==> src/rtl/bomb_pkg.sv <==
// Shared types and constants for the bomb countdown timer.
//   state_t : FSM state encoding, also driven out on the 3-bit state port
//   bcd_t   : one BCD digit
//   SEC_TENS_MAX / DIGIT_MAX : wrap values used by the BCD borrow chain
package bomb_pkg;

  typedef enum logic [2:0] {
    IDLE     = 3'd0,
    RUNNING  = 3'd1,
    PAUSED   = 3'd2,
    DEFUSED  = 3'd3,
    EXPLODED = 3'd4
  } state_t;

  typedef logic [3:0] bcd_t;

  localparam bcd_t SEC_TENS_MAX = 4'd5;
  localparam bcd_t DIGIT_MAX    = 4'd9;

endpackage

==> src/rtl/bomb_tick_prescaler.sv <==
// One-second tick prescaler for the bomb countdown timer.
//   clk   : system clock
//   rst_n : asynchronous active-low reset
//   en    : count enable (high while the timer is running)
//   clr   : synchronous clear of the count (on arm)
//   tick  : high on the cycle the count sits at TICK_DIV-1 while enabled
// The count wraps to 0 after the tick and holds whenever en is low.
module bomb_tick_prescaler #(
  parameter int TICK_DIV = 50_000_000
) (
  input  logic clk,
  input  logic rst_n,
  input  logic en,
  input  logic clr,
  output logic tick
);

  localparam int CW = (TICK_DIV > 2) ? $clog2(TICK_DIV) : 1;
  localparam logic [CW-1:0] LAST = CW'(TICK_DIV - 1);

  logic [CW-1:0] count;

  always_ff @(posedge clk or negedge rst_n) begin
    if (!rst_n) begin
      count <= '0;
    end else if (clr) begin
      count <= '0;
    end else if (en) begin
      count <= (count == LAST) ? '0 : count + 1'b1;
    end
  end

  assign tick = en && (count == LAST);

endmodule

==> src/rtl/bomb_countdown_timer.sv <==
// Bomb countdown timer: MM:SS BCD countdown from INIT_MIN:INIT_SEC to 00:00
// with arm / pause / disarm control and an explode indication.
//   clk, rst_n        : system clock, asynchronous active-low reset
//   arm               : pulse, load INIT value and start (from IDLE/DEFUSED/EXPLODED)
//   pause             : pulse, toggle RUNNING <-> PAUSED
//   disarm            : pulse, defuse from RUNNING/PAUSED, digits freeze
//   wrong_code        : pulse, 10 s penalty (only when BOMB_PENALTY_EN is defined)
//   min_tens..sec_ones: registered BCD digits
//   state             : registered FSM state (bomb_pkg encoding)
//   running, exploded : registered state decodes
// Build option: define BOMB_PENALTY_EN to enable the wrong_code penalty;
// without it wrong_code is ignored and no penalty logic exists.
//
// state    | meaning
// IDLE     | after reset, waiting for arm
// RUNNING  | counting down, prescaler enabled
// PAUSED   | digits and prescaler frozen
// DEFUSED  | disarmed, digits frozen at the defuse value
// EXPLODED | time ran out, digits at 00:00
module bomb_countdown_timer
  import bomb_pkg::*;
#(
  parameter int TICK_DIV = 50_000_000,
  parameter int INIT_MIN = 5,
  parameter int INIT_SEC = 0
) (
  input  logic       clk,
  input  logic       rst_n,
  input  logic       arm,
  input  logic       pause,
  input  logic       disarm,
  input  logic       wrong_code,
  output logic [3:0] min_tens,
  output logic [3:0] min_ones,
  output logic [3:0] sec_tens,
  output logic [3:0] sec_ones,
  output logic [2:0] state,
  output logic       running,
  output logic       exploded
);

  localparam bcd_t INIT_MT   = bcd_t'(INIT_MIN / 10);
  localparam bcd_t INIT_MO   = bcd_t'(INIT_MIN % 10);
  localparam bcd_t INIT_ST   = bcd_t'(INIT_SEC / 10);
  localparam bcd_t INIT_SO   = bcd_t'(INIT_SEC % 10);
  localparam bit   INIT_ZERO = (INIT_MIN == 0) && (INIT_SEC == 0);

  state_t state_q, state_d;
  bcd_t   mt_q, mo_q, st_q, so_q;
  bcd_t   mt_d, mo_d, st_d, so_d;
  logic   running_q, exploded_q;
  logic   tick, pre_en, pre_clr, at_last_sec;

  assign pre_en = (state_q == RUNNING);

  bomb_tick_prescaler #(.TICK_DIV(TICK_DIV)) u_prescaler (
    .clk  (clk),
    .rst_n(rst_n),
    .en   (pre_en),
    .clr  (pre_clr),
    .tick (tick)
  );

  // 00:01 (or 00:00 defensively): the next tick ends the countdown.
  assign at_last_sec = (mt_q == 4'd0) && (mo_q == 4'd0) && (st_q == 4'd0) && (so_q <= 4'd1);

`ifdef BOMB_PENALTY_EN
  // 10 s penalty: only the tens-of-seconds digit and above move.
  logic pen_explode;
  bcd_t pen_mt, pen_mo, pen_st;

  always_comb begin
    pen_explode = (mt_q == 4'd0) && (mo_q == 4'd0) &&
                  ((st_q == 4'd0) || ((st_q == 4'd1) && (so_q == 4'd0)));
    pen_mt = mt_q;
    pen_mo = mo_q;
    pen_st = st_q;
    if (st_q != 4'd0) begin
      pen_st = st_q - 1'b1;
    end else begin
      pen_st = SEC_TENS_MAX;
      if (mo_q != 4'd0) begin
        pen_mo = mo_q - 1'b1;
      end else begin
        pen_mo = DIGIT_MAX;
        pen_mt = mt_q - 1'b1;
      end
    end
  end
`else
  logic unused_wrong_code;
  assign unused_wrong_code = wrong_code;
`endif

  always_comb begin
    state_d = state_q;
    mt_d    = mt_q;
    mo_d    = mo_q;
    st_d    = st_q;
    so_d    = so_q;
    pre_clr = 1'b0;
    case (state_q)
      IDLE, DEFUSED, EXPLODED: begin
        if (arm) begin
          pre_clr = 1'b1;
          mt_d    = INIT_MT;
          mo_d    = INIT_MO;
          st_d    = INIT_ST;
          so_d    = INIT_SO;
          state_d = INIT_ZERO ? EXPLODED : RUNNING;
        end
      end
      RUNNING, PAUSED: begin
        if (disarm) begin
          state_d = DEFUSED;
        end
`ifdef BOMB_PENALTY_EN
        else if (wrong_code) begin
          if (pen_explode) begin
            mt_d    = 4'd0;
            mo_d    = 4'd0;
            st_d    = 4'd0;
            so_d    = 4'd0;
            state_d = EXPLODED;
          end else begin
            mt_d = pen_mt;
            mo_d = pen_mo;
            st_d = pen_st;
          end
        end
`endif
        else if (pause) begin
          state_d = (state_q == RUNNING) ? PAUSED : RUNNING;
        end else if (tick) begin
          // tick can only be high in RUNNING, the prescaler is disabled otherwise
          if (at_last_sec) begin
            mt_d    = 4'd0;
            mo_d    = 4'd0;
            st_d    = 4'd0;
            so_d    = 4'd0;
            state_d = EXPLODED;
          end else if (so_q != 4'd0) begin
            so_d = so_q - 1'b1;
          end else begin
            so_d = DIGIT_MAX;
            if (st_q != 4'd0) begin
              st_d = st_q - 1'b1;
            end else begin
              st_d = SEC_TENS_MAX;
              if (mo_q != 4'd0) begin
                mo_d = mo_q - 1'b1;
              end else begin
                mo_d = DIGIT_MAX;
                mt_d = mt_q - 1'b1;
              end
            end
          end
        end
      end
      default: state_d = IDLE;
    endcase
  end

  always_ff @(posedge clk or negedge rst_n) begin
    if (!rst_n) begin
      state_q    <= IDLE;
      mt_q       <= 4'd0;
      mo_q       <= 4'd0;
      st_q       <= 4'd0;
      so_q       <= 4'd0;
      running_q  <= 1'b0;
      exploded_q <= 1'b0;
    end else begin
      state_q    <= state_d;
      mt_q       <= mt_d;
      mo_q       <= mo_d;
      st_q       <= st_d;
      so_q       <= so_d;
      running_q  <= (state_d == RUNNING);
      exploded_q <= (state_d == EXPLODED);
    end
  end

  assign min_tens = mt_q;
  assign min_ones = mo_q;
  assign sec_tens = st_q;
  assign sec_ones = so_q;
  assign state    = state_q;
  assign running  = running_q;
  assign exploded = exploded_q;

endmodule
==> config.mk <==
export PLATFORM = sky130hd
export DESIGN_NAME = bomb_countdown_timer
export DESIGN_NICKNAME = d
export VERILOG_FILES = /design/src/rtl/bomb_pkg.sv /design/src/rtl/bomb_tick_prescaler.sv /design/src/rtl/bomb_countdown_timer.sv
export SDC_FILE = /design/constraint.sdc
export NUM_CORES = 1
export LEC_CHECK = 0
export ABC_AREA = 0
export ABC_CLOCK_PERIOD_IN_PS = 4550
export CORE_UTILIZATION = 40
export CTS_BUF_LIST = sky130_fd_sc_hd__clkbuf_16
export DETAILED_ROUTE_END_ITERATION = 10
export MAX_ROUTING_LAYER = met4
export PLACE_DENSITY_LB_ADDON = 0.2
export SLEW_MARGIN = 20
export SYNTH_ARGS = -nofsm -noshare
export SYNTH_HDL_FRONTEND = slang
export SYNTH_SLANG_ARGS = --single-unit
==> constraint.sdc <==
create_clock -name clk -period 4.55 [get_ports clk]
set_input_delay 0.91 -clock clk [delete_from_list [all_inputs] [get_ports clk]]
set_output_delay 0.91 -clock clk [all_outputs]
set_load 0.02 [all_outputs]
==> results of run 1 <==
-- layout make-up --
cell class | count | area (µm²) | area share
multi-input cells | 227 | 1420 | 0.443
inverters | 14 | 52.6 | 0.0164
flip-flops and latches | 47 | 1180 | 0.368
clock buffers | 5 | 125 | 0.0391
repair buffers | 27 | 263 | 0.0822
clock inverters | 3 | 67.6 | 0.0211
well taps | 77 | 96.3 | 0.0301
-- logic make-up after synthesis --
group,after synthesis
fa+ha+maj,5
xor+xnor,21
compound gates,56
flops,47
buf+inv,25
simple gates,145
-- metal layers --
layer,vias up,share of wire,global-route usage
li1,1109,-,-
met1,1078,0.51,0.250
met2,44,0.44,0.264
met3,6,0.039,0.0265
met4,0,0.0089,0.0611
met5,-,0,-
-- sequential cells by signal (all words and copies together) (netlist names) --
| register | cells |
|---|---|
| exploded | 1 |
| min_ones | 4 |
| min_tens | 4 |
| running | 1 |
| sec_ones | 4 |
| sec_tens | 4 |
| state | 3 |
| u_prescaler.count | 26 |
-- power by group --
group,internal [mW],switching (mW),total [mW]
combinational,0.340,0.504,0.844
sequential,0.500,0.111,0.611
clock,0.315,0.156,0.471
total,1.15,0.772,1.93
-- cell usage in the layout, fill, tap and decap left out, types with 6 or more instances in the layout --
| cell | synthesis | routed |
|---|---|---|
| inv_1 | 14 | 14 |
| nor2_1 | 43 | 43 |
| xnor2_1 | 14 | 14 |
| nand2_1 | 30 | 30 |
| clkdlybuf4s50_1 | 0 | 24 |
| o31ai_1 | 6 | 6 |
| o21ai_0 | 16 | 16 |
| nand4_1 | 7 | 7 |
| dfrtp_1 | 47 | 47 |
| nor3_1 | 14 | 14 |
| a21o_1 | 7 | 7 |
| nand3_1 | 6 | 6 |
| xor2_1 | 7 | 7 |
-- stage by stage --
| step | utilization | hold WS [ps] | instance area [µm²] |
|---|---|---|---|
| CTS | 0.498 | 510 | 3200 |
| floorplan | - | 464 | 2710 |
| detailed placement | 0.468 | 498 | 3000 |
| global placement | 0.468 | 478 | 3000 |
| finish | 0.498 | 500 | 3200 |
| global route | 0.498 | 538 | 3200 |
-- synthesized netlist by cell type (2+ instances only) --
library cell | count | area share
and2_1 | 2 | 0.0046
clkbuf_1 | 6 | 0.0083
nand3_1 | 6 | 0.011
nor4b_1 | 3 | 0.0097
or2_2 | 2 | 0.0046
nor3_1 | 14 | 0.026
o22ai_1 | 3 | 0.0069
nand2_1 | 30 | 0.042
o21ai_0 | 16 | 0.030
xor2_1 | 7 | 0.023
or3b_2 | 3 | 0.0097
a22o_1 | 2 | 0.0065
nor2_1 | 43 | 0.060
nand4_1 | 7 | 0.016
nor2b_1 | 5 | 0.012
nor3b_1 | 3 | 0.0083
or3_1 | 2 | 0.0046
a32o_1 | 3 | 0.011
ha_1 | 5 | 0.023
a21o_1 | 7 | 0.019
a31oi_1 | 2 | 0.0046
nor4_1 | 5 | 0.012
dfrtp_1 | 47 | 0.43
buf_6 | 2 | 0.0083
o41ai_1 | 2 | 0.0065
nand4b_1 | 2 | 0.0065
nand3b_1 | 4 | 0.011
o211ai_1 | 3 | 0.0083
nand2b_1 | 5 | 0.012
inv_1 | 14 | 0.019
o31ai_1 | 6 | 0.017
xnor2_1 | 14 | 0.045
a21oi_1 | 3 | 0.0055
buf_2 | 2 | 0.0037
-- worst max-delay path by stage --
stage / start / end / slack [ps] / depth (start not counted)
floorplan: arm / u_prescaler.count[21] / 1830 / 7
global placement: arm / u_prescaler.count[22] / 1080 / 7
detailed placement: arm / u_prescaler.count[22] / 1060 / 7
CTS: arm / u_prescaler.count[22] / 1360 / 7
global route: arm / sec_tens[3] / 1240 / 6
finish: arm / u_prescaler.count[22] / 1350 / 7
-- worst max-delay path: stages --
cell,delay (ps)
clkdlybuf4s50_1,600
or3b_2,500
o21a_1,250
or3_1,540
nor4_1,360
xnor2_1,160
nor2_1,50
==> metrics.md, run 1 <==
| Metric | Value |
|---|---|
| Iter 0 DRT Violations | `97` |
| Initial antenna violation count | `0` |
| Overall Power | `1.93 mW` |
| Ant. Diodes | `0` |
| Share of cells above drive strength 1 | `0.0650` |
| Synth Area in Adders | `0.0231` |
| VDD IR max | `0.000343 V` |
| Vias in the first global route | `2068` |
| First-pass GRT wire length | `~10000 µm` |
| Post-CTS setup buffer count | `0` |
| Worst relative slew slack | `0.510` |
| Fin cells | `400` |
| Max cap viols | `0` |
| Clock buffer depth | `2` |
| Pre-CTS setup slack | `roughly 1100 ps` |
| Mux share of post-synthesis cell area | `0` |
| TritonCTS clock tree | `built` |
| Largest family of logic cells by synthesized area | `simple AND/OR/NAND/NOR gates` |
| Synth Area in Simple Gates | `0.287` |
| Worst reg2reg startpoint | `sec_tens[0]` |
| Fillers | `600` |
| Largest net degree at the start of global routing | `48` |
| Routed len/inst | `~14 µm` |
| Clk root buf | `clkbuf_16` |
| Number of distinct library cells after synthesis | `53` |
| Grt ovf | `0` |
| Clk_lat worst skew | `approximately 290 ps` |
| Placed Instances | `around 390` |
| Seq/Total Area, Yosys | `0.435` |
| Yosys warning count | `0` |
| FF-to-FF setup slack | `1570 ps` |
| Violated checks | `design-rule violations` |
| # setup viols final | `0` |
| ANT nets after route | `0` |
| CTS Hold Bufs | `0` |
| Tmin final | `~3200 ps` |
| Fmax | `about 310 MHz` |
| Pins Over Slew Limit | `0` |
| Die ar. | `just over 0.007 mm²` |
| Worst slew pin tran | `~730 ps` |
| Gate Count Post-Synth | `roughly 300` |
| Post-CTS sizing | `0` |
| Asr flop ratio synth | `1.00` |
| Gp weighted congestion | `a little under 0.8` |
| CP Capture Type | `flip-flop` |
| Post-synthesis compound-gate area fraction | `0.146` |
| Leak pwr | `roughly 1.3 nW` |
| Syn Nets | `310` |
| Final WS setup | `between 1000 and 1500 ps` |
| Core area | `between 0.006 and 0.007 mm²` |
| Hold Path Class | `flip-flop to flip-flop` |
| Layout area overhead | `18.2%` |
| Crit path required time | `roughly 4700 ps` |
| H-tree levels | `2` |
| Row cnt | `29` |
| CTS clk-pin slew, worst paths | `60 ps` |
| Die Width | `around 84 µm` |
| Post-route clock period utilization | `0.703` |
| Drt pass-1 iters | `7` |
| P per Cell Area | `602 mW/mm²` |
| Post-synth EDFFs | `0` |
| Hold_sp | `u_prescaler.count[16]` |
| CTS Buf Count | `5` |
| Overall fraction of global-route tracks in use | `0.179` |
| Count of input and output buffers | `25` |
| Post-synth top flop | `dfrtp_1` |
| R2R Path End | `min_tens[0]` |
| Final setup TNS | `0 ps` |
| R2R depth | `8` |
| Total wire length | `about 5700 µm` |
| Net count, final | `between 300 and 400` |
| Worst EP arrival | `3370 ps` |
| CP startpoint kind | `input pin` |
| Residual DRC | `4` |
| Via count | `approximately 2200` |
| RSZ-0062 raised after global routing | `false` |
| I/O pins | `27` |
| XOR/XNOR Fraction of Synth Area | `0.0680` |
| Detailed placement HPWL | `roughly 4000 µm` |
| Run status | `finished with violations` |
| Flops & latches, synth | `47` |
| Cell depth of the worst hold path | `1` |
| Crit Path Category | `input pin to flip-flop` |
| Die height | `roughly 84 µm` |
| Post-Syn Area | `between 0.002 and 0.003 mm²` |
| CTS sink count | `47` |
| DR vias/cell | `5.59` |
| Crit-path max FO | `11` |
| Initial core utilization | `0.421` |
| Hold Crit Endpoint | `u_prescaler.count[16]` |
| Syn Area/Cell | `9.05 µm²` |
| Clock skew | `between 7 and 8 ps` |
| Hold Violations, Final | `0` |
Power figures use the tool's default switching activity.
==> inputs of run 2 (changes only) <==
- ABC_CLOCK_PERIOD_IN_PS: 4550 -> 3100
- clock period: 4.55 -> 3.1 ns (I/O delays scaled with it)
==> run 2 against run 1 <==
  * Worst hold slack got worse by 160 ps
  * Largest cell class unchanged
  * Cell area is 1.2% higher
  * Power rose by 47%
  * Register-to-register slack lost 1200 ps
  * Critical path depth up 2
  * Worst setup slack lost 980 ps
  * Sequential power increased by 47%
  * Via count is 0.27% higher
  * Clock skew decreased by 0.79 ps
  * The run still ends with design-rule violations left
==> metrics.md, run 2 (synthesis results as in run 1) <==
| Metric | Value |
|---|---|
| Met1 Track Usage GR | `0.267` |
| Die Width | `84.2 µm` |
| Clock power share | `0.213` |
| Sw Share | `0.410` |
| Combinational share of power | `0.469` |
| Row cnt | `29` |
| Gp weighted congestion | `between 0.8 and 0.9` |
| Worst reg2reg startpoint | `min_tens[0]` |
| Clock buffer depth | `2` |
| Via count | `2243` |
| Post-CTS setup buffer count | `0` |
| Post-CTS sizing | `0` |
| Placed Instances | `roughly 400` |
| Ant. Diodes | `0` |
| CTS clk-pin slew, worst paths | `70 ps` |
| Largest net degree at the start of global routing | `48` |
| ANT nets after route | `0` |
| CTS Buf Count | `5` |
| TritonCTS clock tree | `built` |
| Routed len/inst | `about 15 µm` |
| P per Cell Area | `874 mW/mm²` |
| Detailed placement HPWL | `approximately 4200 µm` |
| Clk root buf | `clkbuf_16` |
| Worst slew pin tran | `approximately 610 ps` |
| Crit Path Category | `flip-flop to flip-flop` |
| # setup viols final | `0` |
| Max cap viols | `0` |
| R2R Path End | `min_ones[3]` |
| Clk_lat worst skew | `280 ps` |
| Violated checks | `design-rule violations` |
| Initial antenna violation count | `0` |
| CP startpoint kind | `flip-flop` |
| Most common cell after layout, fill and taps aside | `dfrtp_1` |
| Total wire length | `6020 µm` |
| RSZ-0062 raised after global routing | `false` |
| Area taken by multi-input logic gates | `0.00142 mm²` |
| Overall fraction of global-route tracks in use | `0.182` |
| Pins Over Slew Limit | `0` |
| CP Capture Type | `flip-flop` |
| Share of cells above drive strength 1 | `0.0873` |
| Hold Path Class | `input pin to asynchronous set/reset pin` |
| Count of input and output buffers | `25` |
| Most flops, register | `u_prescaler.count` |
| Post-route clock period utilization | `0.878` |
| VDD IR max | `about 0.00047 V` |
| Most Crowded Layer GR | `met1` |
| Fillers | `roughly 600` |
| R2R depth | `9` |
| Leak pwr | `approximately 1.4 nW` |
| Net count, final | `between 300 and 400` |
| Overall Power | `~2.8 mW` |
| Die height | `roughly 84 µm` |
| Worst EP arrival | `about 3000 ps` |
| Tmin final | `2720 ps` |
| Drt pass-1 iters | `7` |
| Most frequent cells in the layout | `47 x dfrtp_1, 43 x nor2_1, 30 x nand2_1, 24 x clkdlybuf4s50_1, 16 x o21ai_0` |
| M2 GR Usage | `0.263` |
| Final setup TNS | `0 ps` |
| Psw | `approximately 1.2 mW` |
| I/O pins | `27` |
| Worst relative slew slack | `0.594` |
| Max reg flops | `26` |
| Hold Violations, Final | `0` |
| Internal power | `1.67 mW` |
| First-pass GRT wire length | `between 10000 and 15000 µm` |
| CTS sink count | `47` |
| Flop pwr share | `0.318` |
| Run status | `finished with violations` |
| Crit-path max FO | `12` |
| H-tree levels | `2` |
| CP startpoint | `min_tens[0]` |
| Die ar. | `0.00710 mm²` |
| DR vias/cell | `about 5.5` |
| Initial core utilization | `0.421` |
| Grt ovf | `0` |
| CTS Hold Bufs | `0` |
| Critical path endpoint | `min_ones[3]` |
| Register area | `0.00118 mm²` |
| Fin cells | `approximately 410` |
| Crit path required time | `3320 ps` |
| FF-to-FF setup slack | `380 ps` |
| Vias in the first global route | `a little over 2000` |
| Core area | `approximately 0.0064 mm²` |
| Residual DRC | `4` |
| Iter 0 DRT Violations | `between 100 and 150` |
| Global-route met3 utilization | `0.0265` |
| Fmax | `between 300 and 400 MHz` |
| Clock skew | `roughly 7.2 ps` |
| Layout area overhead | `19.7%` |
## run 2: cell count changes in the layout (fill, tap and decap cells not counted)
cell,delta
bufinv_16,-1
clkinv_2,+1
buf_4,+9
clkinv_1,+1
clkinvlp_4,-1
## run 2: how the worst min path moves through the flow
stage                               start               endpoint  slack (ps)  depth (start not counted)
finish                              rst_n   u_prescaler.count[6]         340                          1
global route                        rst_n  u_prescaler.count[14]         400                          1
CTS                 u_prescaler.count[16]  u_prescaler.count[16]         530                          1
detailed placement  u_prescaler.count[16]  u_prescaler.count[16]         520                          1
global placement    u_prescaler.count[16]  u_prescaler.count[16]         490                          1
floorplan                           rst_n               exploded         320                          0
## run 2: worst max-delay path: stages (launching register included)
cell and delay, ps:
dfrtp_1 420, inv_1 100, ha_1 140, nor4b_1 460, and2_1 280, a21oi_1 130
a221o_1 520, buf_4 240, nor4b_2 220, o22a_1 160
## run 2: cell type report
class | instances | share of cell area
clock buffer | 5 | 0.0387
clock inverter | 3 | 0.0120
inverter | 14 | 0.0162
multi-input combinational | 227 | 0.438
sequential | 47 | 0.363
tap | 77 | 0.0298
timing repair buffer | 36 | 0.102
## run 2: power by group through the flow
stage          Clock [mW]  Sequential [mW]  Combinational [mW]
6_report            0.602            0.901                1.33
5_1_grt             0.640            0.926                1.46
4_1_cts             0.616            0.898                1.33
3_5_place_dp            0            0.907                1.32
3_3_place_gp            0            0.906                1.31
2_1_floorplan           0            0.969               0.797
## run 2: per-layer routing
| layer | share of wire | vias to the layer above | wire (µm) |
|---|---|---|---|
| li1 | - | 1128 | - |
| met1 | 0.52 | 1079 | 3140 |
| met2 | 0.45 | 34 | 2700 |
| met3 | 0.025 | 2 | 150 |
| met4 | 0.0048 | 0 | 29 |
| met5 | 0 | - | 0 |
## run 2: per-stage QoR
step                hold slack (ps)  utilization  area (µm²)  setup slack (ps)
floorplan                       324            -        2710               568
global placement                487        0.478        3070               214
detailed placement              518        0.478        3070               187
CTS                             530        0.504        3230               371
global route                    400        0.504        3240               105
finish                          341        0.504        3240               378
==> inputs of run 3 (changes only) <==
- ABC_CLOCK_PERIOD_IN_PS: 3100 -> default
==> results of run 3 <==
Final layout, timing and power as in run 2 (identical DEF).
